## config.mk

```make
export PLATFORM = sky130hd
export DESIGN_NAME = rob_ar_arbiter
export DESIGN_NICKNAME = d
export VERILOG_FILES = /design/src/rtl/rob_arb_pkg.sv /design/src/rtl/rr_arbiter.sv /design/src/rtl/rob_ar_arbiter.sv
export SDC_FILE = /design/constraint.sdc
export NUM_CORES = 1
export LEC_CHECK = 0
export CORE_UTILIZATION = 55
export DETAILED_ROUTE_END_ITERATION = 8
export PLACE_DENSITY_LB_ADDON = 0.2
export SLEW_MARGIN = 20
export SYNTH_ARGS = -nofsm -noshare
export SYNTH_HDL_FRONTEND = slang
export SYNTH_SLANG_ARGS = --single-unit
```

## constraint.sdc

```tcl
create_clock -name clk -period 7.27 [get_ports clk]
set_input_delay 1.454 -clock clk [delete_from_list [all_inputs] [get_ports clk]]
set_output_delay 1.454 -clock clk [all_outputs]
set_load 0.02 [all_outputs]
```

## src/rtl/rob_arb_pkg.sv

```systemverilog
// Shared types and defaults for the reorder-buffer AR arbiter (rob_ar_arbiter).
package rob_arb_pkg;

  localparam int unsigned ROB_ID_WIDTH   = 4;
  localparam int unsigned ROB_DATA_WIDTH = 8;

  // Entry fields are sized for the largest supported configuration (8 requesters, 8-bit count).
  localparam int unsigned OWN_W     = 3;
  localparam int unsigned CNT_MAX_W = 8;

  typedef enum logic [0:0] {IDLE, BUSY} arb_state_t;

  typedef struct packed {
    logic [OWN_W-1:0]     owner;
    logic [CNT_MAX_W-1:0] cnt;
  } own_entry_t;

  function automatic logic [CNT_MAX_W-1:0] cnt_max(input int unsigned width);
    return CNT_MAX_W'((1 << width) - 1);
  endfunction

endpackage

```

## src/rtl/rr_arbiter.sv

```systemverilog
// Round-robin arbiter: one-hot grant, priority pointer moves past the winner on adv_i.
module rr_arbiter #(
  parameter int unsigned NUM_REQ = 2
) (
  input  logic               clk,
  input  logic               rst,
  input  logic [NUM_REQ-1:0] req_i,
  input  logic               adv_i,
  output logic [NUM_REQ-1:0] gnt_o
);

  localparam int unsigned IDX_W = $clog2(NUM_REQ);

  logic [IDX_W-1:0] ptr_q, ptr_d;
  logic [IDX_W-1:0] cur, win;
  logic             found;
  int unsigned      sum;
  int unsigned      nxt;

  always_comb begin
    gnt_o = '0;
    win   = ptr_q;
    found = 1'b0;
    sum   = 0;
    cur   = '0;
    for (int unsigned i = 0; i < NUM_REQ; i++) begin
      sum = 32'(ptr_q) + i;
      if (sum >= NUM_REQ) sum = sum - NUM_REQ;
      cur = IDX_W'(sum);
      if (!found && req_i[cur]) begin
        found      = 1'b1;
        gnt_o[cur] = 1'b1;
        win        = cur;
      end
    end
    nxt   = 32'(win) + 1;
    ptr_d = ptr_q;
    if (adv_i && found) begin
      ptr_d = (nxt >= NUM_REQ) ? '0 : IDX_W'(nxt);
    end
  end

  always_ff @(posedge clk) begin
    if (rst) ptr_q <= '0;
    else     ptr_q <= ptr_d;
  end

endmodule

```

## src/rtl/rob_ar_arbiter.sv

```systemverilog
// Shares one reorder buffer between NUM_REQ requesters: round-robin AR, per-ID R steering.
// Define ROB_ARB_ERR_EN to add err_o and swallow R beats for IDs with nothing outstanding.
module rob_ar_arbiter
  import rob_arb_pkg::*;
#(
  parameter int unsigned NUM_REQ    = 2,
  parameter int unsigned ID_WIDTH   = ROB_ID_WIDTH,
  parameter int unsigned DATA_WIDTH = ROB_DATA_WIDTH,
  parameter int unsigned CNT_WIDTH  = 2
) (
  input  logic                         clk,
  input  logic                         rst,
  input  logic [NUM_REQ*ID_WIDTH-1:0]  s_arid_i,
  input  logic [NUM_REQ-1:0]           s_arvalid_i,
  output logic [NUM_REQ-1:0]           s_arready_o,
  output logic [DATA_WIDTH-1:0]        s_rdata_o,
  output logic [ID_WIDTH-1:0]          s_rid_o,
  output logic [NUM_REQ-1:0]           s_rvalid_o,
  input  logic [NUM_REQ-1:0]           s_rready_i,
  output logic [ID_WIDTH-1:0]          m_arid_o,
  output logic                         m_arvalid_o,
  input  logic                         m_arready_i,
  input  logic [DATA_WIDTH-1:0]        m_rdata_i,
  input  logic [ID_WIDTH-1:0]          m_rid_i,
  input  logic                         m_rvalid_i,
  output logic                         m_rready_o
`ifdef ROB_ARB_ERR_EN
  ,
  output logic                         err_o
`endif
);

  localparam int unsigned         NUM_ID  = 1 << ID_WIDTH;
  localparam logic [CNT_MAX_W-1:0] CNT_MAX = cnt_max(CNT_WIDTH);

  arb_state_t          state_q, state_d;
  logic [ID_WIDTH-1:0] m_arid_q, m_arid_d;
  own_entry_t          own_q [NUM_ID];
  own_entry_t          own_d [NUM_ID];

  logic [ID_WIDTH-1:0] req_id [NUM_REQ];
  logic [NUM_REQ-1:0]  eligible, arb_req, gnt;
  logic                ar_hs;
  logic [ID_WIDTH-1:0] win_id;
  logic [OWN_W-1:0]    win_idx;

  own_entry_t          r_entry;
  logic                r_known;
  logic [OWN_W-1:0]    r_owner;
  logic                r_hs, r_dec;

  // An ID may only be issued by its current owner, or by anyone once it has drained.
  always_comb begin
    eligible = '0;
    for (int unsigned k = 0; k < NUM_REQ; k++) begin
      req_id[k]   = s_arid_i[k*ID_WIDTH +: ID_WIDTH];
      eligible[k] = s_arvalid_i[k] &&
                    ((own_q[req_id[k]].cnt == '0) ||
                     ((own_q[req_id[k]].owner == OWN_W'(k)) && (own_q[req_id[k]].cnt < CNT_MAX)));
    end
    arb_req = (state_q == IDLE && !rst) ? eligible : '0;
  end

  rr_arbiter #(
    .NUM_REQ (NUM_REQ)
  ) u_rr_arbiter (
    .clk   (clk),
    .rst   (rst),
    .req_i (arb_req),
    .adv_i (ar_hs),
    .gnt_o (gnt)
  );

  always_comb begin
    ar_hs   = |gnt;
    win_id  = '0;
    win_idx = '0;
    for (int unsigned k = 0; k < NUM_REQ; k++) begin
      if (gnt[k]) begin
        win_id  = req_id[k];
        win_idx = OWN_W'(k);
      end
    end
  end

  always_comb begin
    state_d  = state_q;
    m_arid_d = m_arid_q;
    unique case (state_q)
      IDLE: begin
        if (ar_hs) begin
          m_arid_d = win_id;
          state_d  = BUSY;
        end
      end
      BUSY: begin
        if (m_arready_i) state_d = IDLE;
      end
      default: state_d = IDLE;
    endcase
  end

  assign s_arready_o = gnt;
  assign m_arvalid_o = (state_q == BUSY);
  assign m_arid_o    = m_arid_q;

  // R steering; a drained ID has no meaningful owner, so it falls back to requester 0.
  always_comb begin
    r_entry    = own_q[m_rid_i];
    r_known    = (r_entry.cnt != '0);
    r_owner    = r_known ? r_entry.owner : '0;
    s_rvalid_o = '0;
    m_rready_o = 1'b0;
    s_rdata_o  = '0;
    s_rid_o    = '0;
    if (!rst) begin
      s_rdata_o = m_rdata_i;
      s_rid_o   = m_rid_i;
`ifdef ROB_ARB_ERR_EN
      if (!r_known) begin
        m_rready_o = 1'b1;
      end else begin
`else
      begin
`endif
        for (int unsigned k = 0; k < NUM_REQ; k++) begin
          if (r_owner == OWN_W'(k)) begin
            s_rvalid_o[k] = m_rvalid_i;
            m_rready_o    = s_rready_i[k];
          end
        end
      end
    end
    r_hs  = m_rvalid_i && m_rready_o;
    r_dec = r_hs && r_known;
  end

  // Same-cycle issue and retire on one ID leaves the count unchanged.
  always_comb begin
    own_d = own_q;
    if (r_dec) begin
      own_d[m_rid_i].cnt = own_q[m_rid_i].cnt - 1'b1;
    end
    if (ar_hs) begin
      own_d[win_id].owner = win_idx;
      own_d[win_id].cnt   = (r_dec && (m_rid_i == win_id)) ? own_q[win_id].cnt
                                                           : own_q[win_id].cnt + 1'b1;
    end
  end

  always_ff @(posedge clk) begin
    if (rst) begin
      state_q  <= IDLE;
      m_arid_q <= '0;
      for (int unsigned e = 0; e < NUM_ID; e++) begin
        own_q[e] <= '0;
      end
    end else begin
      state_q  <= state_d;
      m_arid_q <= m_arid_d;
      own_q    <= own_d;
    end
  end

`ifdef ROB_ARB_ERR_EN
  logic err_q, err_d;

  assign err_d = err_q | (r_hs && !r_known);
  assign err_o = err_q;

  always_ff @(posedge clk) begin
    if (rst) err_q <= 1'b0;
    else     err_q <= err_d;
  end
`endif

endmodule
```

==> Yosys cells after proc, flatten, opt, wreduce, memory -nomap -nowiden <==
Index checks and enable logic that the tools add are counted.
{ "totals": {"ff_bits": 182, "in_bits": 28, "out_inout_bits": 22, "wordCells": 147} }
{ "op_classes": {"add_sub_neg": 6, "order_cmp": 15, "n_eq_ne": 3, "mux": 57, "n_bitwise": 6, "n_reduce_logical": 25} }
{ "op_table": {"columns": ["cell", "count"], "rows": [
  ["176-bit bitwise mux", 3],
  ["176-bit 2-to-1 mux", 2],
  ["11-bit binary-select mux with 4-bit select", 4],
  ["11-bit demux with 4-bit select", 3],
  ["11-bit 2-to-1 mux", 7],
  ["8-bit 2-to-1 mux", 6],
  ["32-bit by 2-bit >= comparator with 1-bit output, second input constant", 1],
  ["1-bit 2-to-1 mux", 21],
  ["5-bit >= comparator, second input constant", 4],
  ["4-bit NOT with 5-bit output", 4],
  ["8-bit zero test", 2],
  ["8-bit by 2-bit less-than comparator with 1-bit output, second input constant", 2],
  ["1-bit logical AND", 14],
  ["4-bit 2-to-1 mux", 3],
  ["5-bit by 1-bit less-than comparator with 1-bit output, second input constant", 2],
  ["8-bit by 1-bit adder with 8-bit output, second input constant", 1],
  ["2-bit 2-to-1 mux", 4],
  ["8-bit nonzero test", 1],
  ["8-bit by 1-bit subtractor with 8-bit output, second input constant", 1],
  ["3-bit by 1-bit == test with 1-bit output, second input constant", 2],
  ["3-bit zero test", 2],
  ["1-bit by 1-bit adder with 2-bit output, second input constant", 2],
  ["4-bit == test", 1],
  ["1-bit by 2-bit less-than comparator with 1-bit output, second input constant", 2],
  ["13 further kinds", 18]
]} }

==> Logic depth before layout (Yosys ltp) <==
Gate-level depths: netlist (run 1).
{ "logic_depth": {"depth_word": 25, "mapped_depth": 22} }

==> Hierarchy <==
Synthesis (run 1) repeated with hierarchy kept, for this count alone.
{ "hier_totals": {"cells_unflattened": 1263, "area_unflattened_um2": 10767.8} }
{ "modules_own_cells": {"columns": ["module", "instances", "cells_per_inst", "area_each_um2", "seq_area_each_um2"], "rows": [
  ["rob_ar_arbiter", 1, 1256, 10702.8, 2982.9],
  ["rr_arbiter", 1, 7, 65.1, 20.0]
]} }

==> Least setup slack after synthesis (run 1) <==
OpenSTA, ideal clock, no wires.
{ "synth_path": {"kind": "input to output", "from": "input port m_rid_i[0]", "to": "output port m_rready_o", "arrival_ns": 5.513, "setup_slack_ns": 0.303, "stages": 17, "path_cell_list": "buf_4 > buf_4 > buf_4 > buf_4 > buf_1 > mux4_2 > mux2i_1 > nand2_1 > o21ai_1 > clkbuf_1 > ha_1 > nor3b_1 > or3b_1 > nor3_1 > nand2b_1 > mux2i_1 > nor2_1"} }
{ "synth_between": {"elab_chain_cells": 10} }
{ "synth_rtl": {"columns": ["element", "line_no", "source"], "rows": [
  ["from (decl)", "rob_ar_arbiter.sv:24", "input logic [ID_WIDTH-1:0] m_rid_i,"],
  ["4-bit NOT with 5-bit output (not written as such) (*)", "rob_ar_arbiter.sv:109", "r_entry = own_q[m_rid_i];"],
  ["11-bit binary-select mux with 4-bit select (*)", "rob_ar_arbiter.sv:109", null],
  ["11-bit 2-to-1 mux (*) (2 in a row)", null, null],
  ["8-bit nonzero test", "rob_ar_arbiter.sv:110", "r_known = (r_entry.cnt != '0);"],
  ["3-bit 2-to-1 mux (*)", "rob_ar_arbiter.sv:111", "r_owner = r_known ? r_entry.owner : '0;"],
  ["3-bit zero test", "rob_ar_arbiter.sv:127", "if (r_owner == OWN_W'(k)) begin"],
  ["1-bit 2-to-1 mux", "rob_ar_arbiter.sv:127", null],
  ["1-bit 2-to-1 mux (*)", "rob_ar_arbiter.sv:127", null],
  ["1-bit 2-to-1 mux (*)", "rob_ar_arbiter.sv:116", "if (!rst) begin"],
  ["to (decl)", "rob_ar_arbiter.sv:26", "output logic m_rready_o"]
]} }
Every way passes the cells marked *; elsewhere a longest branch is shown, timed or not. The select of a mux whose other input is x is not followed.

==> Worst setup path in the final report (run 1) <==
Ends and elaborated chain as after synthesis.

==> results.cfg, run 1 <==
[logic_synthesis]
synth_nets = 952
synth-seq-cells = 150
syn_inst = 922
ys_seq_area_share_pct = 33.1
synth_warnings = 0
synth_area_um2 = 9070
avgSynthCellArea_um2 = 9.84
synth_flop_cell = dfxtp_1
ys_async_sr_fraction_pct = 0
synth_edf_count = 0
synth_cell_types = 76

[die]
die_x_um = 130
die_y_um = 130
start_util_pct = 56.7
core_region_area_um2 = 16000
num_rows = 46
ioPinCount = 50
die_area_um2 = 17000

[worst_setup_path]
r2r_cells = 18
r2r-end = own_q[79]
path_cells = buf_2, buf_4, mux4_2, mux4_2, nor3b_1, or3b_1, nor3_1, nand2b_1, mux2i_1, nor2_1, clkdlybuf4s50_1
cp.arrival_ns = 5.43
crit_top_cell = mux4_2
start_kind = primary input
slowest_delay_ns = 0.57
crit_path_start = m_rid_i[0]
endpoint_kind = output port
required_ns = 5.82
worstPathMaxFanout = 16
slowest_stage = clkdlybuf4s50_1
critPathKind = primary input to output port
worstReg2RegStart = own_q[45]
r2r_slack_ns = 2.27
endpoint = m_rready_o

[global_route]
first_global_vias = 7497
grt_pass1_wl_mm = 43.9
grt_max_degree = 88
antenna_found_initial = 3
grt_overflow = 0
grt_use_total_pct = 35.4

[clock_network]
htree_levels = 4
cts_tree = done
cts-root-buf = clkbuf_16
cts_resized = 0
cts.clk_slew.worst_paths_ns = 0.06
cts.sinks = 150
cts_buffers = 17
insertion_delay_ns = 0.43
cts_hold_buf = 0
postCtsSetupRepairBufs = 0
cts_buffer_depth = 2

[status]
status = finished clean

[sta]
fin_crit_sh_pct = 94.7
rsz0062_at_grt = no
drv_slew = 0
tightest_slew_ns = 1.05
max_freq_mhz = 145
finalSetupTns_ns = 0
finClkSkew_ns = 0.00958
hold_viol_final = 0
max_slew_margin_pct = 29.7
setup_viol = 0
final.min_clock_period_ns = 6.89

[finish]
area_growth_pct = 13.6
drive_gt1_share_pct = 16.3
n_antenna_cell = 0
nets = 996

[power_and_ir_drop]
finalPower_uw = 1960
p_per_area_nw_per_um2 = 191
p_leak_uw = 0.00427
ir_drop_mv = 0.181

[routing]
via_per_inst = 6.72
routedWlPerCell_um = 24.4
drc_errors = 0
antenna_left = 0
num_vias = 8000
drt-total-wl_mm = 29.0
drt_pre_antenna_iters = 5
first_iter_violations = 1009

[place]
dp_hpwl_mm = 21.2
port_buffers = 49
place_congestion = 1.01

[min_path]
hp-class = flip-flop to flip-flop
hold_path.startpoint = m_arid_o[1]

[flow_run]
cap_violations = 0
==> sequential cells by signal (all words and copies together), names as in the netlist <==
register / count
m_arid_o: 4
own_q: 144
m_arvalid_o: 1
u_rr_arbiter.ptr_q: 1
==> report_power, final <==
part / internal, uW / total, uW / switching [uW] / leakage [uW]
Combinational: 126 / 325 / 199 / 0.00281
Sequential: 835 / 855 / 20.2 / 0.00121
Clock: 453 / 785 / 332 / 0.000250
Total: 1410 / 1960 / 551 / 0.00427
==> synthesized netlist by cell type, types with 3 or more instances <==
cell | number | share of area (%)
nor4_1 | 13 | 0.90
a221oi_1 | 3 | 0.29
a21oi_1 | 40 | 2.2
buf_4 | 13 | 1.1
mux2_2 | 5 | 0.62
xor2_1 | 5 | 0.48
nor2_1 | 111 | 4.6
xnor2_1 | 5 | 0.48
nand2_1 | 55 | 2.3
or2_2 | 6 | 0.41
nor2b_1 | 22 | 1.5
o21ai_1 | 4 | 0.22
o21ai_0 | 12 | 0.66
buf_1 | 6 | 0.25
buf_2 | 10 | 0.55
nand3_1 | 15 | 0.83
or3_1 | 7 | 0.48
mux2i_1 | 150 | 17
nor3b_1 | 8 | 0.66
clkbuf_1 | 31 | 1.3
or4_1 | 7 | 0.58
dfxtp_1 | 150 | 33
and3_1 | 4 | 0.28
o22ai_1 | 38 | 2.6
nand2b_1 | 22 | 1.5
a31oi_1 | 4 | 0.28
inv_1 | 12 | 0.50
a211oi_1 | 5 | 0.41
buf_6 | 3 | 0.37
nand3b_1 | 5 | 0.41
a32oi_1 | 4 | 0.39
and2_1 | 3 | 0.21
nor3_1 | 32 | 1.8
mux4_2 | 63 | 16
==> metal layers <==
| layer | track usage, % | up-vias | wire (um) |
|---|---|---|---|
| li1 | - | 3536 | - |
| met1 | 47.1 | 3858 | 12000 |
| met2 | 54.3 | 511 | 12900 |
| met3 | 8.88 | 91 | 2930 |
| met4 | 16.6 | 4 | 1070 |
| met5 | 0 | - | 27 |
==> cell families (layout without fill, tap and decap cells) <==
logic type / after synthesis / in the layout / share of synthesized area, %
compound gates: 136 / 136 / 10.1
xor+xnor: 11 / 11 / 1.27
fa+ha+maj: 5 / 5 / 0.621
buf+inv: 76 / 129 / 4.07
flops: 150 / 150 / 33.1
mux: 219 / 219 / 33.0
simple gates: 325 / 325 / 17.8
==> metrics by stage <==
step	cell area [um2]	hold slack, ns	std cells	util [%]	worst slack (ns)
2_1_floorplan	9070	0.436	922	-	0.303
3_3_place_gp	9800	0.445	1163	61.3	0.490
3_5_place_dp	9800	0.449	1163	61.3	0.424
4_1_cts	10300	0.457	1191	64.4	0.406
5_1_grt	10300	0.471	1191	64.4	0.0956
6_report	10300	0.452	1191	64.4	0.384
==> layout by cell type (no fill, tap or decap), drive strengths merged, types with 22 or more instances in the layout <==
master / n
nand2b: 22
o22ai: 38
mux4: 63
a21oi: 42
nor3: 32
nand2: 56
clkbuf: 23
buf: 42
dfxtp: 150
nor2b: 22
mux2i: 150
nor2: 112
clkdlybuf4s50: 46
==> worst max-delay path: cells and delay by family <==
| kind | cells | cell delay (ns) |
|---|---|---|
| simple gates | 5 | 1.41 |
| buf+inv | 3 | 1.34 |
| mux | 3 | 1.21 |
==> area by class of cell <==
class	count	area (um2)
clock buffers	23	478
clock inverters	5	27.5
fillers	1334	5690
inverters	13	48.8
multi-input cells	696	5700
flip-flops and latches	150	3000
well taps	216	270
repair buffers	88	781
==> worst min-delay path by stage <==
| stage | to | slack (ns) | cells past startpoint |
|---|---|---|---|
| 3_3_place_gp | m_arid_o[1] | 0.44 | 2 |
| 3_5_place_dp | m_arid_o[1] | 0.45 | 2 |
| 2_1_floorplan | u_rr_arbiter.ptr_q | 0.44 | 2 |
| 5_1_grt | m_arid_o[1] | 0.47 | 2 |
| 6_report | m_arid_o[1] | 0.45 | 2 |
| 4_1_cts | m_arid_o[1] | 0.46 | 2 |
Note: power is estimated with default switching activity, not from simulation.
==> inputs of run 2 (changes only) <==
CAP_MARGIN = 20   (was not set)
clock period = 6.32 ns   (was 7.27 ns; I/O delays follow)
==> results.cfg, run 2 (synthesized netlist as in run 1, its figures left out) <==
[worst_setup_path]
r2r_slack_ns = 1.51
endpoint_kind = output port
crit_family = multiplexers
r2r-end = own_q[34]
worstReg2RegStart = own_q[78]
worstPathMaxFanout = 15
path_cells = buf_4, mux4_2, mux4_2, inv_1, ha_1, nor3b_2, or3b_1, nor3_1, buf_4, nand2b_1, mux2i_1, nor2_2, clkdlybuf4s50_1
required_ns = 5.06
cp.arrival_ns = 4.86
r2r_cells = 17
slowest_stage = mux4_2
critPathKind = primary input to output port
start_kind = primary input
worst-path-buf-inv = 4
crit_path_start = m_rid_i[0]
slowest_delay_ns = 0.55

[die]
die_x_um = 130
start_util_pct = 56.7
die_y_um = 130
num_rows = 46
die_area_um2 = 17000
core_region_area_um2 = 16000
ioPinCount = 50

[finish]
final_cell_mix = mux2i_1 (150), dfxtp_1 (150), nor2_1 (110)
nFillCells = 1327
area_growth_pct = 16.9
n_antenna_cell = 0
largest_reg_flops = 144
nets = 1013
max_flop_register = own_q
drive_gt1_share_pct = 18.4
final_core_util_pct = 66.3
instances_no_fill = 1211

[clock_network]
cts.clk_slew.worst_paths_ns = 0.06
cts_buffers = 17
cts-root-buf = clkbuf_16
cts_hold_buf = 0
htree_levels = 4
cts_buffer_depth = 2
cts.sinks = 150
cts_tree = done
postCtsSetupRepairBufs = 0
insertion_delay_ns = 0.43

[routing]
drc_errors = 0
first_iter_violations = 1065
drt_pre_antenna_iters = 5
num_vias = 8185
via_per_inst = 6.76
drt-total-wl_mm = 28.7
routedWlPerCell_um = 23.7
antenna_left = 0

[sta]
drv_slew = 0
setup_ws_ns = 0.199
finClkSkew_ns = 0.0102
fin_crit_sh_pct = 96.9
max_freq_mhz = 163
final.min_clock_period_ns = 6.12
max_slew_margin_pct = 27.7
tightest_slew_ns = 1.08
hold_viol_final = 0
setup_viol = 0
rsz0062_at_grt = no

[place]
port_buffers = 49
dp.cells = 1180
place_congestion = 0.993
dp_slack_ns = -0.0285
dp_hpwl_mm = 21.1

[status]
status = finished clean

[power_and_ir_drop]
finalPower_uw = 2460
p_leak_uw = 0.00443
ir_drop_mv = 0.195
p_per_area_nw_per_um2 = 232

[flow_run]
cap_violations = 0

[global_route]
antenna_found_initial = 0
grt_max_degree = 76
grt_use_total_pct = 35.3
grt_overflow = 0
grt_pass1_wl_mm = 44.5
first_global_vias = 7682

[min_path]
holdPathStages = 2
hold_end = u_rr_arbiter.ptr_q
hold_path.startpoint = u_rr_arbiter.ptr_q
hp-class = flip-flop to flip-flop
==> run 2: final cells by class <==
class	instances	area, um2	area share [%]
clock buffers	19	433	4.08
clock inverters	12	176	1.66
inverters	13	48.8	0.460
multi-input cells	696	5710	53.8
flip-flops and latches	150	3000	28.3
well taps	216	270	2.55
repair buffers	105	965	9.10
==> run 2: report_power, final <==
part | total, uW | internal, uW | switching [uW]
Sequential | 981 | 960 | 21.2
Combinational | 402 | 167 | 234
Clock | 1080 | 659 | 419
Total | 2460 | 1790 | 674
==> run 2: worst max-delay path by stage <==
stage          slack (ns)    endpoint  cells past startpoint
6_report             0.20  m_rready_o                     13
5_1_grt              0.01  m_rready_o                     13
4_1_cts              0.13  m_rready_o                     12
3_5_place_dp        -0.03  m_rready_o                     12
3_3_place_gp         0.04  m_rready_o                     12
2_1_floorplan        0.03  m_rready_o                     17
==> run 2: what timing repair did <==
action	in CTS	in global routing
endpoints found under the setup margin	1	2
cloned	0	0
gates resized for setup	1	2
==> run 2: stage by stage <==
step                      cell area [um2]  setup TNS, ns  hold WS [ns]
final                               10600              0         0.459
after global routing                10600              0         0.479
after CTS                           10600              0         0.461
after detailed placement             9980        -0.0285         0.452
after global placement               9980              0         0.444
after floorplan                      9080              0         0.436
==> run 2: worst register-to-register path, cell delays in order, from the launching register on <==
cell,delay (ns)
dfxtp_1,0.37
mux4_2,0.48
maj3_1,0.36
a2111oi_0,0.46
a31oi_1,0.19
a21oi_2,0.26
a2111oi_4,0.11
buf_4,0.19
a22oi_1,0.34
buf_4,0.30
mux2i_1,0.10
mux2_2,0.29
mux2_4,0.27
ha_1,0.28
nor3b_1,0.27
a21oi_2,0.08
buf_12,0.17
o21ai_0,0.19
==> run 2: routing by layer <==
| layer | share of wire (%) | GRT usage, % | vias to the layer above |
|---|---|---|---|
| met1 | 42 | 47.7 | 3979 |
| met5 | 0 | 0 | - |
| met2 | 44 | 54.0 | 544 |
| li1 | - | - | 3583 |
| met4 | 3.5 | 15.3 | 0 |
| met3 | 10 | 8.43 | 79 |
==> variant 1: new RTL, flow settings as in run 1 <==
The package constant `OWN_W` goes from 3 to 6.
--- a/src/rtl/rob_arb_pkg.sv
+++ b/src/rtl/rob_arb_pkg.sv
@@ -5,7 +5,7 @@
   localparam int unsigned ROB_DATA_WIDTH = 8;
 
   // Entry fields are sized for the largest supported configuration (8 requesters, 8-bit count).
-  localparam int unsigned OWN_W     = 3;
+  localparam int unsigned OWN_W     = 6;
   localparam int unsigned CNT_MAX_W = 8;
 
   typedef enum logic [0:0] {IDLE, BUSY} arb_state_t;
Function: no difference found for any inputs over 4 cycles, from zero or initial values and one cycle with rst high; that may be too few to reach the edited logic, so the function may still have changed.
==> variant 1 against run 1 <==
- sequential cell count is the same
- first-iteration DRC count up 14%
- clock skew is 0.00052 ns lower
- wire length is 5.3% higher
- synthesized area up 0.66%
- setup slack better by 0.43 ns
- cell area increased by 1.8%
- power increased by 9.2%
- largest cell class unchanged
==> variant 1: results (changes against run 1) <==
| Metric | Value |
|---|---|
| Status | finished clean |
| Share of layout cells above drive strength 1 | 0.168 (+0.00476) |
| Fraction of registers with async set/reset | 0 (unchanged) |
| Synth Instances | 940 (+2.0%) |
| 1st-iter DRT viols | 1149 (+14%) |
| Crit path DAT | 5.00 ns (-0.43 ns) |
| Post-DP HPWL | 22000 um (+3.9%) |
| Clock Pin Slew Worst Setup and Hold Paths | 0.06 ns (about the same) |
| Class of the worst hold path | flop to flop |
| Largest register FFs | 144 (unchanged) |
| Yosys warning total | 0 (unchanged) |
| Pwr Total | 2.15 mW (+9.2%) |
| H-tree depth | 4 (unchanged) |
| Syn_nets | 970 (+1.9%) |
| Pin count of the biggest net entering global routing | 45 (-49%) |
| Worst Hold Depth | 2 (unchanged) |
| Final WL | 30600 um (+5.3%) |
| Initial antenna violation count | 0 (-3) |
| Pre-CTS setup slack | 0.654 ns (+0.230 ns) |
| # resized after CTS | 0 (unchanged) |
| Clock Path Buffers | 2 (unchanged) |
| TritonCTS Buffers | 17 (unchanged) |
| Clk_skew | 0.00905 ns (-0.000521 ns) |
| Antenna fix cells | 0 (unchanged) |
| Seq/Total Area, Yosys | 0.329 (-0.00218) |
| Commonest cells post-synth | 150 x dfxtp_1, 149 x mux2i_1, 146 x nor2_1 |
| Static leakage | 4.24 nW (-0.64%) |
| IO buf count | 49 (unchanged) |
| GR Util All Layers | 0.374 (+0.0206) |
| Reg2reg path depth | 17 (-1) |
| Setup Buffers After CTS | 0 (unchanged) |
| Area contributors post-synth | dfxtp_1 33%, mux2i_1 16%, mux4_2 14%, nor2_1 6.0%, nand2b_1 2.1% |
| Vias/cell | 6.75 (+0.56%) |
| Layout Utilization | 0.654 (+0.00938) |
| Worst vdd ir | 192 uV (+6.2%) |
| Root Buffer | clkbuf_16 |
| Worst-margin pin slew | 1.07 ns (+0.0154 ns) |
| Largest reg by FF count | own_q |
| Fillers | 1301 (-2.5%) |
| NumNets Final | 1012 (+1.6%) |
| Count of cell types in the netlist | 84 (+11%) |
| Vias in the first global route | 7795 (+4.0%) |
| Placed Area | 0.00983 mm2 (+0.32%) |
| GP Congestion | 0.985 (-2.9%) |
| Per-cell routed wire length | 25.2 um (+3.6%) |
| First-pass GRT wire length | 46800 um (+6.6%) |
| First-pass detailed-route iteration total | 7 (+2) |
| CP max FO | 11 (-5) |
| Clock latency on the worst-skew pair | 0.43 ns (about the same) |
[variant 1: cell types whose count changed after synthesis, moves of 9 or more]
cell | run 1 | this run
nand3_1 | 15 | 24
nand2_1 | 55 | 46
nor3_1 | 32 | 8
nor2_1 | 111 | 146
o21ai_0 | 12 | 28
o22ai_2 | 0 | 10
o22ai_1 | 38 | 28
[variant 1: layout make-up]
| type | count | share of cell area |
|---|---|---|
| Sequential cell | 150 | 0.286 |
| Timing Repair Buffer | 83 | 0.0708 |
| Clock buffer | 21 | 0.0420 |
| Inverter | 11 | 0.00393 |
| Tap cell | 216 | 0.0258 |
| Multi-Input combinational cell | 719 | 0.550 |
| Clock inverter | 11 | 0.0211 |
[variant 1: logic make-up (layout without fill, tap and decap cells)]
group           count (synthesis)  count (layout)  synth area share
fa+ha+maj                       4               4           0.00507
compound gates                150             150             0.116
flops                         150             150             0.329
mux                           211             211             0.313
xor+xnor                       11              11            0.0106
simple gates                  343             343             0.187
buf+inv                        71             126            0.0391
[variant 1: final timing paths]
| path | slack, ns | from | to |
|---|---|---|---|
| setup reg to reg | 2.43 | own_q[132] | own_q[155] |
| hold reg to reg | 0.49 | m_arid_o[2] | m_arid_o[2] |
| setup / recovery | 0.81 | s_arid_i[0] | s_arready_o[0] |
| hold / removal | 0.49 | m_arid_o[2] | m_arid_o[2] |
[variant 1: per-layer routing]
metal / routed length, um / global-route usage
met3: 3220 / 0.0989
met2: 13600 / 0.569
met4: 1730 / 0.214
met1: 12000 / 0.482
met5: 0 / 0
[variant 1: worst max-delay path, stage by stage]
cell and delay (ns):
clkdlybuf4s50_1 0.83, buf_4 0.32, or3b_1 0.38, o22a_1 0.24
o2111a_1 0.25, nor3_2 0.16, a21o_2 0.18, and3_1 0.29
and2_1 0.26, clkdlybuf4s50_1 0.64
[variant 1: report_power, final]
group	internal, mW	switching [mW]
logic	0.111	0.182
registers	0.831	0.0145
clock network	0.647	0.360
total	1.59	0.556
==> variant 2: new RTL, flow settings as in run 1 <==
Made on the original files. Add a define of `ROB_ARB_ERR_EN`.
--- a/src/rtl/rob_ar_arbiter.sv
+++ b/src/rtl/rob_ar_arbiter.sv
@@ -1,5 +1,7 @@
 // Shares one reorder buffer between NUM_REQ requesters: round-robin AR, per-ID R steering.
 // Define ROB_ARB_ERR_EN to add err_o and swallow R beats for IDs with nothing outstanding.
+`define ROB_ARB_ERR_EN
+
 module rob_ar_arbiter
   import rob_arb_pkg::*;
 #(
Behaviour (old outputs only; new: err_o): not the same (a bounded check fails within 4 cycles, from zero or initial values and one cycle with rst high).
==> variant 2 against run 1 <==
- synthesized area grew 5.4%
- final cell count grew 7.4%
- first-iteration DRC count grew 21%
- cell area grew 4.9%
- setup slack gained 0.34 ns
- sequential cell count grew 1
- global-route usage grew 0.27 points
- fmax grew 5.2%
- non-clock buffer count shrank 1
- wire length grew 7.6%
- core utilization grew 0.067 points
- via count grew 8.3%
- power grew 11%
- critical path depth shrank 1
- highest routed layer is now met4
==> variant 2: results (changes against run 1) <==
| Metric | Value |
|---|---|
| Status | finished clean |
| Power Clock | 0.862 mW (+9.8%) |
| Crit path DAT | 5.09 ns (-0.34 ns) |
| DR top layer | met4 |
| Pin count of the biggest net entering global routing | 75 (-15%) |
| Final Hold Slack | 0.461 ns (+0.00854 ns) |
| GRT met2 Usage | 0.552 (+0.00924) |
| Seq. pwr | 0.875 mW (+2.3%) |
| M1 WL | 12500 um (+4.0%) |
| Fmax | 153 MHz (+5.2%) |
| Met3 wire length | 3220 um (+9.6%) |
| CP peak stage delay | 0.71 ns (+0.14 ns) |
| R2R Setup Slk | 2.05 ns (-0.22 ns) |
| Met3 usage | 0.0714 (-0.0173) |
| Reg2reg start | own_q[37] |
| Synth Area in Adders | 0.00497 (-0.00123) |
| CP max-delay cell | buf_2 |
| NumNets Final | 1077 (+8.1%) |
| Count of cell types in the netlist | 75 (-1.3%) |
| Hold endpoint | m_arid_o[0] |
| Pre-CTS setup slack | 0.450 ns (+0.0251 ns) |
| Met1 Usage GRT | 0.487 (+0.0160) |
| Switch Pwr | 0.717 mW (+30%) |
| CP max FO | 30 (+14) |
| Static leakage | 4.12 nW (-3.6%) |
| GP Congestion | 0.970 (-4.3%) |
| Post-DP HPWL | 22000 um (+3.7%) |
| Share of layout cells above drive strength 1 | 0.167 (+0.00406) |
| Met2 wire len | 14200 um (+9.9%) |
| Fillers | 1377 (+3.2%) |
| Commonest cells post-synth | 151 x dfxtp_1, 130 x mux2i_1, 113 x nor2_1 |
| Slew headroom | 0.316 (+0.0191) |
| Clk_skew | 0.00971 ns (+0.000132 ns) |
| GR Util All Layers | 0.357 (+0.00270) |
| Vias in the first global route | 8115 (+8.2%) |
| Synth Area in XOR/XNOR | 0.0151 (+0.00236) |
| Post-synthesis compound-gate area fraction | 0.119 (+0.0176) |
| First-pass detailed-route iteration total | 6 (+1) |
| Mean Syn Cell Area | 9.39 um2 (-4.6%) |
| Clock latency on the worst-skew pair | 0.45 ns (+0.02 ns) |
| Seq pwr share | 0.402 (-0.033) |
## variant 2: cell count changes after synthesis, moves of 6 or more
cell and delta:
mux2i_1 -20, a21o_1 +13, o21ai_0 +20, o211ai_1 +6, nor3b_1 -8, nand2b_1 +14, buf_2 +10, a211oi_1 +12
nor2b_1 -8, nor3_1 +55, buf_4 -8, clkbuf_1 +9, o22ai_1 -32, nor4_1 +6
## variant 2: layout make-up
class,instances,area [um2],area share
multi-input cells,776,6140,0.568
clock inverters,15,134,0.0124
inverters,13,48.8,0.00451
flip-flops and latches,151,3020,0.280
repair buffers,87,766,0.0708
clock buffers,17,425,0.0394
well taps,220,275,0.0255
## variant 2: cells by family after synthesis
| family | count (synthesis) |
|---|---|
| and+or+nand+nor | 399 |
| muxes | 197 |
| AOI/OAI and AO/OA | 163 |
| DFF | 151 |
| buffers and inverters | 91 |
| xor gates and xnor gates | 13 |
| adders and majority gates | 4 |
